### config.mk
export PLATFORM = sky130hd
export DESIGN_NAME = muldiv_unit_flat
export DESIGN_NICKNAME = d
export VERILOG_FILES = /design/src/rtl/muldiv_pkg.sv /design/src/rtl/muldiv_if.sv /design/src/rtl/muldiv_div_step.sv /design/src/rtl/muldiv_unit.sv /design/src/flat_wrapper.sv
export SDC_FILE = /design/constraint.sdc
export NUM_CORES = 2
export LEC_CHECK = 0
export ABC_AREA = 0
export CAP_MARGIN = 25
export CORE_ASPECT_RATIO = 1.5
export CORE_MARGIN = 4
export CORE_UTILIZATION = 30
export DETAILED_ROUTE_END_ITERATION = 8
export GPL_TIMING_DRIVEN = 0
export SETUP_SLACK_MARGIN = 0.05
export SYNTH_ARGS = -nofsm -noshare
export SYNTH_HDL_FRONTEND = slang
export SYNTH_SLANG_ARGS = --single-unit
### constraint.sdc
create_clock -name clk -period 14.9 [get_ports clk]
set_input_delay 3.725 -clock clk [delete_from_list [all_inputs] [get_ports clk]]
set_output_delay 3.725 -clock clk [all_outputs]
set_load 0.05 [all_outputs]
### src/rtl/muldiv_pkg.sv
// Shared definitions for the HI/LO multiply/divide unit.
//   op_t       : issue opcode carried on muldiv_if.op
//   state_t    : FSM state, also exported on the dbg_state port
//   *_DEF      : default busy latencies for multiply and divide
//   DATA_W     : operand / HI / LO width
//   DIV_STEPS  : restoring-division iterations (one quotient bit each)
package muldiv_pkg;

    localparam int DATA_W      = 32;
    localparam int DIV_STEPS   = 32;
    localparam int MUL_LAT_DEF = 5;
    localparam int DIV_LAT_DEF = 34;

    typedef enum logic [2:0] {
        OP_NOP   = 3'd0,
        OP_MULT  = 3'd1,
        OP_MULTU = 3'd2,
        OP_DIV   = 3'd3,
        OP_DIVU  = 3'd4,
        OP_MTHI  = 3'd5,
        OP_MTLO  = 3'd6,
        OP_RSVD  = 3'd7
    } op_t;

    typedef enum logic [1:0] {
        ST_IDLE = 2'd0,
        ST_MUL  = 2'd1,
        ST_DIV  = 2'd2,
        ST_FIX  = 2'd3
    } state_t;

endpackage

### src/rtl/muldiv_if.sv
// Issue/result bundle between the EX stage and the multiply/divide unit.
//   start, op, a, b : issue request from EX (master -> slave)
//   busy            : unit occupied (slave -> master)
//   hi, lo          : architectural HI/LO registers (slave -> master)
//
// Handshake: start acts as "valid" and !busy as "ready". An issue is taken
// on a rising edge where start=1 and busy=0; start while busy=1 is dropped
// with no effect (the hazard unit is expected to stall around it).
interface muldiv_if;
    import muldiv_pkg::*;

    logic              start;
    logic [2:0]        op;
    logic [DATA_W-1:0] a;
    logic [DATA_W-1:0] b;
    logic              busy;
    logic [DATA_W-1:0] hi;
    logic [DATA_W-1:0] lo;

    modport master (output start, op, a, b, input busy, hi, lo);
    modport slave  (input start, op, a, b, output busy, hi, lo);

endinterface

### src/rtl/muldiv_div_step.sv
// One combinational restoring-division iteration.
//   rem_in       : current partial remainder
//   dividend_bit : next dividend bit shifted into the remainder
//   divisor      : unsigned divisor
//   rem_out      : partial remainder after the trial subtraction
//   q_bit        : quotient bit produced by this iteration
module div_step
    import muldiv_pkg::*;
(
    input  logic [DATA_W-1:0] rem_in,
    input  logic              dividend_bit,
    input  logic [DATA_W-1:0] divisor,
    output logic [DATA_W-1:0] rem_out,
    output logic              q_bit
);

    // One extra bit so the shifted remainder never overflows; the restored
    // or reduced result is always below the divisor and fits DATA_W bits.
    logic [DATA_W:0] shifted;
    logic [DATA_W:0] diff;

    assign shifted = {rem_in, dividend_bit};
    assign diff    = shifted - {1'b0, divisor};
    assign q_bit   = ~diff[DATA_W];
    assign rem_out = q_bit ? diff[DATA_W-1:0] : shifted[DATA_W-1:0];

endmodule

### src/rtl/muldiv_unit.sv
// Multi-cycle MIPS-style multiply/divide unit owning the HI/LO registers.
//   clk, rst  : clock (rising edge) and asynchronous active-high reset
//   bus       : muldiv_if.slave -- start/op/a/b in, busy/hi/lo out
//   dbg_state : current FSM state
// MULT/MULTU keep busy for MUL_LAT cycles, DIV/DIVU for DIV_LAT cycles
// (load, DIV_STEPS iterations, sign fix). MTHI/MTLO write in one edge.
module muldiv_unit
    import muldiv_pkg::*;
#(
    parameter int MUL_LAT = MUL_LAT_DEF,
    parameter int DIV_LAT = DIV_LAT_DEF
) (
    input  logic   clk,
    input  logic   rst,
    muldiv_if.slave bus,
    output state_t dbg_state
);

    localparam int MAX_LAT = (MUL_LAT > DIV_LAT) ? MUL_LAT : DIV_LAT;
    localparam int CNT_W   = $clog2(MAX_LAT + 1);

    state_t             state, state_nxt;
    logic [CNT_W-1:0]   cnt;
    logic [DATA_W-1:0]  opa;       // multiplicand, or dividend shifting into quotient
    logic [DATA_W-1:0]  opb;       // multiplier, or divisor
    logic [DATA_W-1:0]  rem;
    logic               mul_signed;
    logic               neg_q;
    logic               neg_r;
    logic [DATA_W-1:0]  hi_r, lo_r;

    op_t  op_in;
    logic accept;
    logic is_mul, is_div;
    logic busy, mul_done, step_en, fix_en;

    assign op_in  = op_t'(bus.op);
    assign accept = bus.start && (state == ST_IDLE);
    assign is_mul = (op_in == OP_MULT) || (op_in == OP_MULTU);
    assign is_div = (op_in == OP_DIV)  || (op_in == OP_DIVU);

    // State register
    always_ff @(posedge clk or posedge rst) begin
        if (rst) state <= ST_IDLE;
        else     state <= state_nxt;
    end

    // Next-state logic
    always_comb begin
        state_nxt = state;
        case (state)
            ST_IDLE: begin
                if (accept && is_mul)      state_nxt = ST_MUL;
                else if (accept && is_div) state_nxt = ST_DIV;
            end
            ST_MUL:  if (cnt == '0) state_nxt = ST_IDLE;
            ST_DIV:  if (cnt == '0) state_nxt = ST_FIX;
            ST_FIX:  state_nxt = ST_IDLE;
            default: state_nxt = ST_IDLE;
        endcase
    end

    // Output / control decode. The first DIV cycle (counter above the
    // iteration range) is the load cycle and performs no step.
    always_comb begin
        busy     = (state != ST_IDLE);
        mul_done = (state == ST_MUL) && (cnt == '0);
        step_en  = (state == ST_DIV) && (cnt < CNT_W'(DIV_STEPS));
        fix_en   = (state == ST_FIX);
    end

    logic [DATA_W-1:0] step_rem;
    logic              step_q;

    div_step u_div_step (
        .rem_in       (rem),
        .dividend_bit (opa[DATA_W-1]),
        .divisor      (opb),
        .rem_out      (step_rem),
        .q_bit        (step_q)
    );

    // A single 64x64 multiplier covers both signednesses: the low 64 bits
    // of the product of extended operands are correct either way.
    logic [2*DATA_W-1:0] ext_a, ext_b, product;
    assign ext_a   = mul_signed ? {{DATA_W{opa[DATA_W-1]}}, opa} : {{DATA_W{1'b0}}, opa};
    assign ext_b   = mul_signed ? {{DATA_W{opb[DATA_W-1]}}, opb} : {{DATA_W{1'b0}}, opb};
    assign product = ext_a * ext_b;

    // Datapath
    always_ff @(posedge clk or posedge rst) begin
        if (rst) begin
            cnt        <= '0;
            opa        <= '0;
            opb        <= '0;
            rem        <= '0;
            mul_signed <= 1'b0;
            neg_q      <= 1'b0;
            neg_r      <= 1'b0;
            hi_r       <= '0;
            lo_r       <= '0;
        end else begin
            if (accept) begin
                case (op_in)
                    OP_MULT, OP_MULTU: begin
                        cnt        <= CNT_W'(MUL_LAT - 1);
                        opa        <= bus.a;
                        opb        <= bus.b;
                        mul_signed <= (op_in == OP_MULT);
                    end
                    OP_DIV: begin
                        cnt   <= CNT_W'(DIV_LAT - 2);
                        opa   <= bus.a[DATA_W-1] ? -bus.a : bus.a;
                        opb   <= bus.b[DATA_W-1] ? -bus.b : bus.b;
                        rem   <= '0;
                        neg_q <= bus.a[DATA_W-1] ^ bus.b[DATA_W-1];
                        neg_r <= bus.a[DATA_W-1];
                    end
                    OP_DIVU: begin
                        cnt   <= CNT_W'(DIV_LAT - 2);
                        opa   <= bus.a;
                        opb   <= bus.b;
                        rem   <= '0;
                        neg_q <= 1'b0;
                        neg_r <= 1'b0;
                    end
                    OP_MTHI: hi_r <= bus.a;
                    OP_MTLO: lo_r <= bus.a;
                    default: ;
                endcase
            end else if (busy && cnt != '0) begin
                cnt <= cnt - 1'b1;
            end

            if (mul_done) begin
                {hi_r, lo_r} <= product;
            end

            if (step_en) begin
                rem <= step_rem;
                opa <= {opa[DATA_W-2:0], step_q};
            end

            // Divide by zero leaves HI/LO untouched.
            if (fix_en && opb != '0) begin
                lo_r <= neg_q ? -opa : opa;
                hi_r <= neg_r ? -rem : rem;
            end
        end
    end

    assign bus.busy  = busy;
    assign bus.hi    = hi_r;
    assign bus.lo    = lo_r;
    assign dbg_state = state;

endmodule

### src/flat_wrapper.sv
// flat-port wrapper written by rule: the top's interface ports become plain ports
module muldiv_unit_flat import muldiv_pkg::*;
#(
    parameter int MUL_LAT = MUL_LAT_DEF,
    parameter int DIV_LAT = DIV_LAT_DEF
)
  (clk, rst, dbg_state, bus_start, bus_op, bus_a, bus_b, bus_busy, bus_hi, bus_lo);
  muldiv_if bus_i ();
  input  logic clk;
  input  logic rst;
  output state_t dbg_state;
  input wire logic [$bits(bus_i.start)-1:0] bus_start;
  input wire logic [$bits(bus_i.op)-1:0] bus_op;
  input wire logic [$bits(bus_i.a)-1:0] bus_a;
  input wire logic [$bits(bus_i.b)-1:0] bus_b;
  output wire logic [$bits(bus_i.busy)-1:0] bus_busy;
  output wire logic [$bits(bus_i.hi)-1:0] bus_hi;
  output wire logic [$bits(bus_i.lo)-1:0] bus_lo;
  assign bus_i.start = bus_start;
  assign bus_i.op = bus_op;
  assign bus_i.a = bus_a;
  assign bus_i.b = bus_b;
  assign bus_busy = bus_i.busy;
  assign bus_hi = bus_i.hi;
  assign bus_lo = bus_i.lo;
  muldiv_unit #(.MUL_LAT(MUL_LAT), .DIV_LAT(DIV_LAT)) u_core (.clk(clk), .rst(rst), .bus(bus_i), .dbg_state(dbg_state));
endmodule
Word level (Yosys, flattened, before mapping)
Index checks and enable logic that the tools add are counted.
{"block": "op_classes", "addsub": 6, "multipliers": 1, "order_cmp": 1, "n_eq_ne": 13, "n_mux": 32, "bitwise": 2, "n_reduce_logical": 35}
{"op": "2-to-1 mux 32 bit", "n": 18}
{"op": "2-to-1 mux 64 bit", "n": 2}
{"op": "negator 32 bit", "n": 4}
{"op": "case mux 32 bit (2 select lines)", "n": 2}
{"op": "multiplier 64 x 64 -> 64 bit", "n": 1}
{"op": "subtractor 33 x 32 -> 33 bit", "n": 1}
{"op": "nonzero test 32 bit", "n": 1}
{"op": "AND reduction 2 bit", "n": 8}
{"op": "2-to-1 mux 6 bit", "n": 2}
{"op": "case mux 6 bit (2 select lines)", "n": 1}
{"op": "nonzero test 2 bit", "n": 6}
{"op": "nonzero test 3 bit", "n": 4}
{"op": "equality test 3 bit (second input constant)", "n": 3}
{"op": "2-to-1 mux 2 bit", "n": 4}
{"op": "case mux 2 bit (4 select lines)", "n": 1}
{"op": "logical AND 1 bit", "n": 7}
{"op": "equality test 3 x 2 -> 1 bit (second input constant)", "n": 2}
{"op": "logical NOT 6 bit", "n": 1}
{"op": "< comparator 6 bit (second input constant)", "n": 1}
{"op": "inequality test 3 bit (second input constant)", "n": 2}
{"op": "nonzero test 6 bit", "n": 1}
{"op": "subtractor 6 x 1 -> 6 bit (second input constant)", "n": 1}
{"op": "equality test 2 bit (second input constant)", "n": 2}
{"op": "inequality test 2 x 1 -> 1 bit (second input constant)", "n": 2}
{"op": "10 further kinds", "n": 13}
{"block": "word_totals", "register_bits": 171, "input_bits": 70}

Depth between registers and ports, before layout
{"block": "depth", "depth_word": 6, "mapped_depth": 35, "mapped_depth_nobuf": 33}

Cells and area by module
A second synthesis with hierarchy kept.
{"block": "hier_totals", "cells_unflattened": 6748, "area_unflattened_um2": 60798.3}
{"mod": "muldiv_unit", "n_inst": 1, "cells_per_inst": 6443, "area_per_inst_um2": 58439.8, "seq_area_each_um2": 4279.1}
{"mod": "div_step", "n_inst": 1, "cells_per_inst": 305, "area_per_inst_um2": 2358.5, "seq_area_each_um2": 0.0}

Worst setup path after synthesis
No wires, ideal clock.
{"block": "synth_timing", "path_kind": "reg2reg", "from": "register u_core.mul_signed", "to": "register u_core.hi_r[24] (netlist: u_core.bus.hi[24])", "setup_time_ns": 0.118, "arrival_time_ns": 9.207, "required_ns": 14.782, "slack_ns": 5.575, "path_stages_with_launch": 31, "n_path_buf": 2, "synth_period_minus_slack_ns": 9.325, "path_cell_list": "dfrtp_1 -> clkinv_1 -> nor2_1 -> clkbuf_1 -> nand2_1 -> fa_1 -> inv_1 -> fa_1 -> fa_1 -> inv_1 -> fa_1 -> inv_1 -> fa_1 -> fa_1 -> fa_1 -> fa_1 -> fa_1 -> inv_1 -> fa_1 -> inv_1 -> ha_1 -> clkbuf_1 -> a21o_1 -> or4_1 -> o21a_1 -> a211oi_1 -> o21a_1 -> o31ai_1 -> a2111oi_0 -> a311oi_1 -> a21o_1"}
{"block": "synth_between", "elab_chain_len": 4, "word_cells_on_any_way": 5}
{"element": "start: declaration", "line": "muldiv_unit.sv:27", "source": "logic mul_signed;"}
{"element": "start signal: assignment", "line": "muldiv_unit.sv:109", "source": "mul_signed <= (op_in == OP_MULT);"}
{"element": "2-to-1 mux 64 bit, on equally long branches", "line": "muldiv_unit.sv:86, muldiv_unit.sv:87"}
{"element": "multiplier 64 x 64 -> 64 bit (*)", "line": "muldiv_unit.sv:88", "source": "assign product = ext_a * ext_b;"}
{"element": "2-to-1 mux 32 bit (*)", "line": "muldiv_unit.sv:135", "source": "if (mul_done) begin"}
{"element": "2-to-1 mux 32 bit (*)", "line": "muldiv_unit.sv:145", "source": "if (fix_en && opb != '0) begin"}
{"element": "end signal: assignment", "line": "muldiv_unit.sv:127", "source": "OP_MTHI: hi_r <= bus.a;"}
{"element": "end signal: assignment", "line": "muldiv_unit.sv:136", "source": "{hi_r, lo_r} <= product;"}
{"element": "end signal: assignment", "line": "muldiv_unit.sv:147", "source": "hi_r <= neg_r ? -rem : rem;"}
{"element": "end: declaration", "line": "muldiv_unit.sv:30", "source": "logic [DATA_W-1:0] hi_r, lo_r;"}
Mark *: on every way between the ends. The rest lies on a longest branch, timed or not.
A chain may end at the register's enable or synchronous reset.

Worst setup path after layout
{"block": "layout_timing", "from": "register u_core.mul_signed", "to": "register u_core.hi_r[20] (netlist: u_core.bus.hi[20])"}
The elaborated chain is that of the path after synthesis.

==> reports/results.ini <==
[clocking]
holdBufCountCts = 0
postCtsSetupBuffers = 0
clkLatencyLatePin_ns = 0.52
cts_tree = yes
htree_num_levels = 4
cts_buffer_depth = 2
cts-root-buf = clkbuf_16
cts.clk_slew.worst_paths_ns = 0.08
cts_resized = 0
cts_made_buffers = 17
cts_sinks = 171

[timing]
tns_ns = 0
post-route-period-util_pct = 87.6
skew_ns = 0.0291
rsz0062_at_grt = no
clock.fmax_mhz = 76.6
worst_pin_slew_ns = 1.26
slew_violations = 0
hold_viol_final = 0
finalCriticalPeriod_ns = 13.05
setup_viol = 0
relSlewSlack_pct = 16.1

[place]
place.gp.congestion = 1.09
numPortBuffers = 133
dp_cells = 9472
placed_area_sq_mm = 0.0661
post-dp-hpwl_mm = 266

[worst_setup_path]
cp_data_required_time_ns = 15.27
cp_max_fo = 10
end_kind = flop
startpoint_type = flop
crit_buf_inv = 8
reg2reg_slack_ns = 1.85
crit_arrival_ns = 13.42
critPathMostFrequentCell = fa_1
slowest_stage = nor2_1
cp_top_family = adder cells
worst-setup-path-type = reg -> reg
crit_path_max_incr_delay_ns = 1.12

[grt]
antenna_found_initial = 51
grt_pass1_wl_mm = 429
grt_start_max_net_pins = 110
first_global_vias = 53600
track_usage_pct = 30.1
overflow = 0

[synthesis]
ys_ff_latch = 171
netlist_instances = 6632
synth_edf_count = 0
synth_top_cell_by_area = fa_1
ys.flop_type = dfrtp_1
avgSynthCellArea_sq_um = 9.06
async_flop_share_pct = 100
synth_area_sq_mm = 0.0601
ys_seq_area_share_pct = 7.12
syn_nets = 8468
synth_top_area_share_pct = 47.3
ys_warn_count = 0
ys_top_cells_by_area = fa_1 (47%), inv_1 (9.8%), ha_1 (7.2%)
synth.distinct_cells = 84

[outcome]
status = complete, no violations

[cells_and_area]
finalInstanceArea_sq_mm = 0.0669
syn_to_final_growth_pct = 11.4
final_cell_mix = inv_1 (1,562), fa_1 (1,420), nand2_1 (746)
nFillCells = 21000
multi_input_area_sq_mm = 0.0486
register_area_sq_mm = 0.00428
final_nets = 8714
final_common_cell = inv_1
drive_gt1_share_pct = 2.80
stdcell_count = 9543

[floorplanning]
initial_core_util_pct = 30.2
die_w_um = 373
core.rowCount = 200
die-area_sq_mm = 0.208
die_h_um = 556
ioPinCount = 137
core_area_sq_mm = 0.199

[detailed_routing]
drtAntennaViolNets = 0
drc_errors = 0
wl_per_cell_um = 32.8
post_drt_via_cell_ratio = 5.31
vias = 50700
drt_first_pass_iters = 6
routed_wl_mm = 313
drt_iter0_markers = 5011

[run]
maxCapViolCount = 0

[hold_path]
hold_path.class = reg -> reg

-- through the flow --
| step | util [%] | worst slack, ns | hold slack [ns] |
|---|---|---|---|
| 2_1_floorplan | - | 5.58 | 0.494 |
| 3_3_place_gp | 32.6 | 0.809 | 0.469 |
| 3_5_place_dp | 33.3 | 2.20 | 0.472 |
| 4_1_cts | 33.6 | 2.17 | 0.496 |
| 5_1_grt | 33.6 | 1.72 | 0.517 |
| 6_report | 33.7 | 1.85 | 0.494 |
-- worst paths after layout --
path,from,to,cells after the start
worst min-delay path,u_core.bus.lo[5]$_DFFE_PP0P_,u_core.bus.lo[5]$_DFFE_PP0P_,2
max in group asynchronous,rst,u_core.opb[12]$_DFFE_PP0P_,3
worst max register to register,u_core.mul_signed$_DFFE_PP0P_,u_core.bus.hi[20]$_DFFE_PP0P_,28
worst min register to register,u_core.bus.lo[5]$_DFFE_PP0P_,u_core.bus.lo[5]$_DFFE_PP0P_,2
min in group asynchronous,rst,u_core.rem[2]$_DFFE_PP0P_,2
worst max-delay path,u_core.mul_signed$_DFFE_PP0P_,u_core.bus.hi[20]$_DFFE_PP0P_,28
-- routing by layer --
layer,vias to the layer above,global-route usage (%),share of wire (%)
li1,20300,-,-
met5,-,0,0.045
met3,1161,6.84,8.2
met2,3030,48.1,46
met1,26200,31.5,32
met4,20,32.3,14
-- cell usage after synthesis (5+ instances only) --
library cell and n:
buf_1 28, and2_1 528, o22ai_1 25, fa_1 1420
o211ai_1 28, nor4_1 26, a31o_2 6, nor2_1 210
a211oi_1 17, o21a_1 15, a31oi_1 27, a21o_1 51
xnor2_1 172, o41ai_1 16, xor2_1 87, o21ai_0 209
nor3b_1 7, a21oi_1 184, o221ai_1 7, nor3_1 43
nand2_1 747, or2_2 6, a211o_1 5, dfrtp_1 171
o21ai_1 25, ha_1 346, clkbuf_1 321, o2111ai_1 5
nand3b_1 8, nand2b_1 18, and3_1 33, or4_1 13
mux2i_1 41, nand3_1 33, inv_1 1563, nand4_1 14
a221oi_1 11, o21bai_1 18, nor2b_1 20, o31ai_1 35
or3_1 16
-- sequential cells by signal (all words and copies together), names as in the netlist --
signal,count
u_core.bus.lo,32
u_core.neg_q,1
u_core.mul_signed,1
u_core.bus.hi,32
u_core.opb,32
u_core.rem,32
u_core.opa,32
u_core.cnt,6
u_core.neg_r,1
u_core.dbg_state,2
-- area by class of cell --
cell class	count	share of cell area, %
clock buffers	20	0.697
well taps	2626	4.91
flip-flops and latches	171	6.39
clock inverters	12	0.189
plain buffers	355	2.08
inverters	1564	8.78
diodes	26	0.0972
repair buffers	227	4.22
multi-input cells	4542	72.6
-- cell families after synthesis --
kind of cell,share of synthesized area (%)
adders and majority gates,54.6
buffers and inverters,12.0
and+or+nand+nor,14.1
xor gates and xnor gates,3.82
AOI/OAI and AO/OA,7.62
DFF,7.12
muxes,0.721
-- worst register-to-register path, delay by kind of cell, from the launching register on --
kind | cells | cell delay (ns)
simple gates | 6 | 2.20
buf+inv | 8 | 2.28
flops | 1 | 0.35
xor+xnor | 1 | 0.32
fa+ha+maj | 11 | 6.29
compound gates | 2 | 1.49
Power is left out: the tool's default activity adds up to more than one toggle a clock period on the data nets, which glitch-free logic cannot reach.
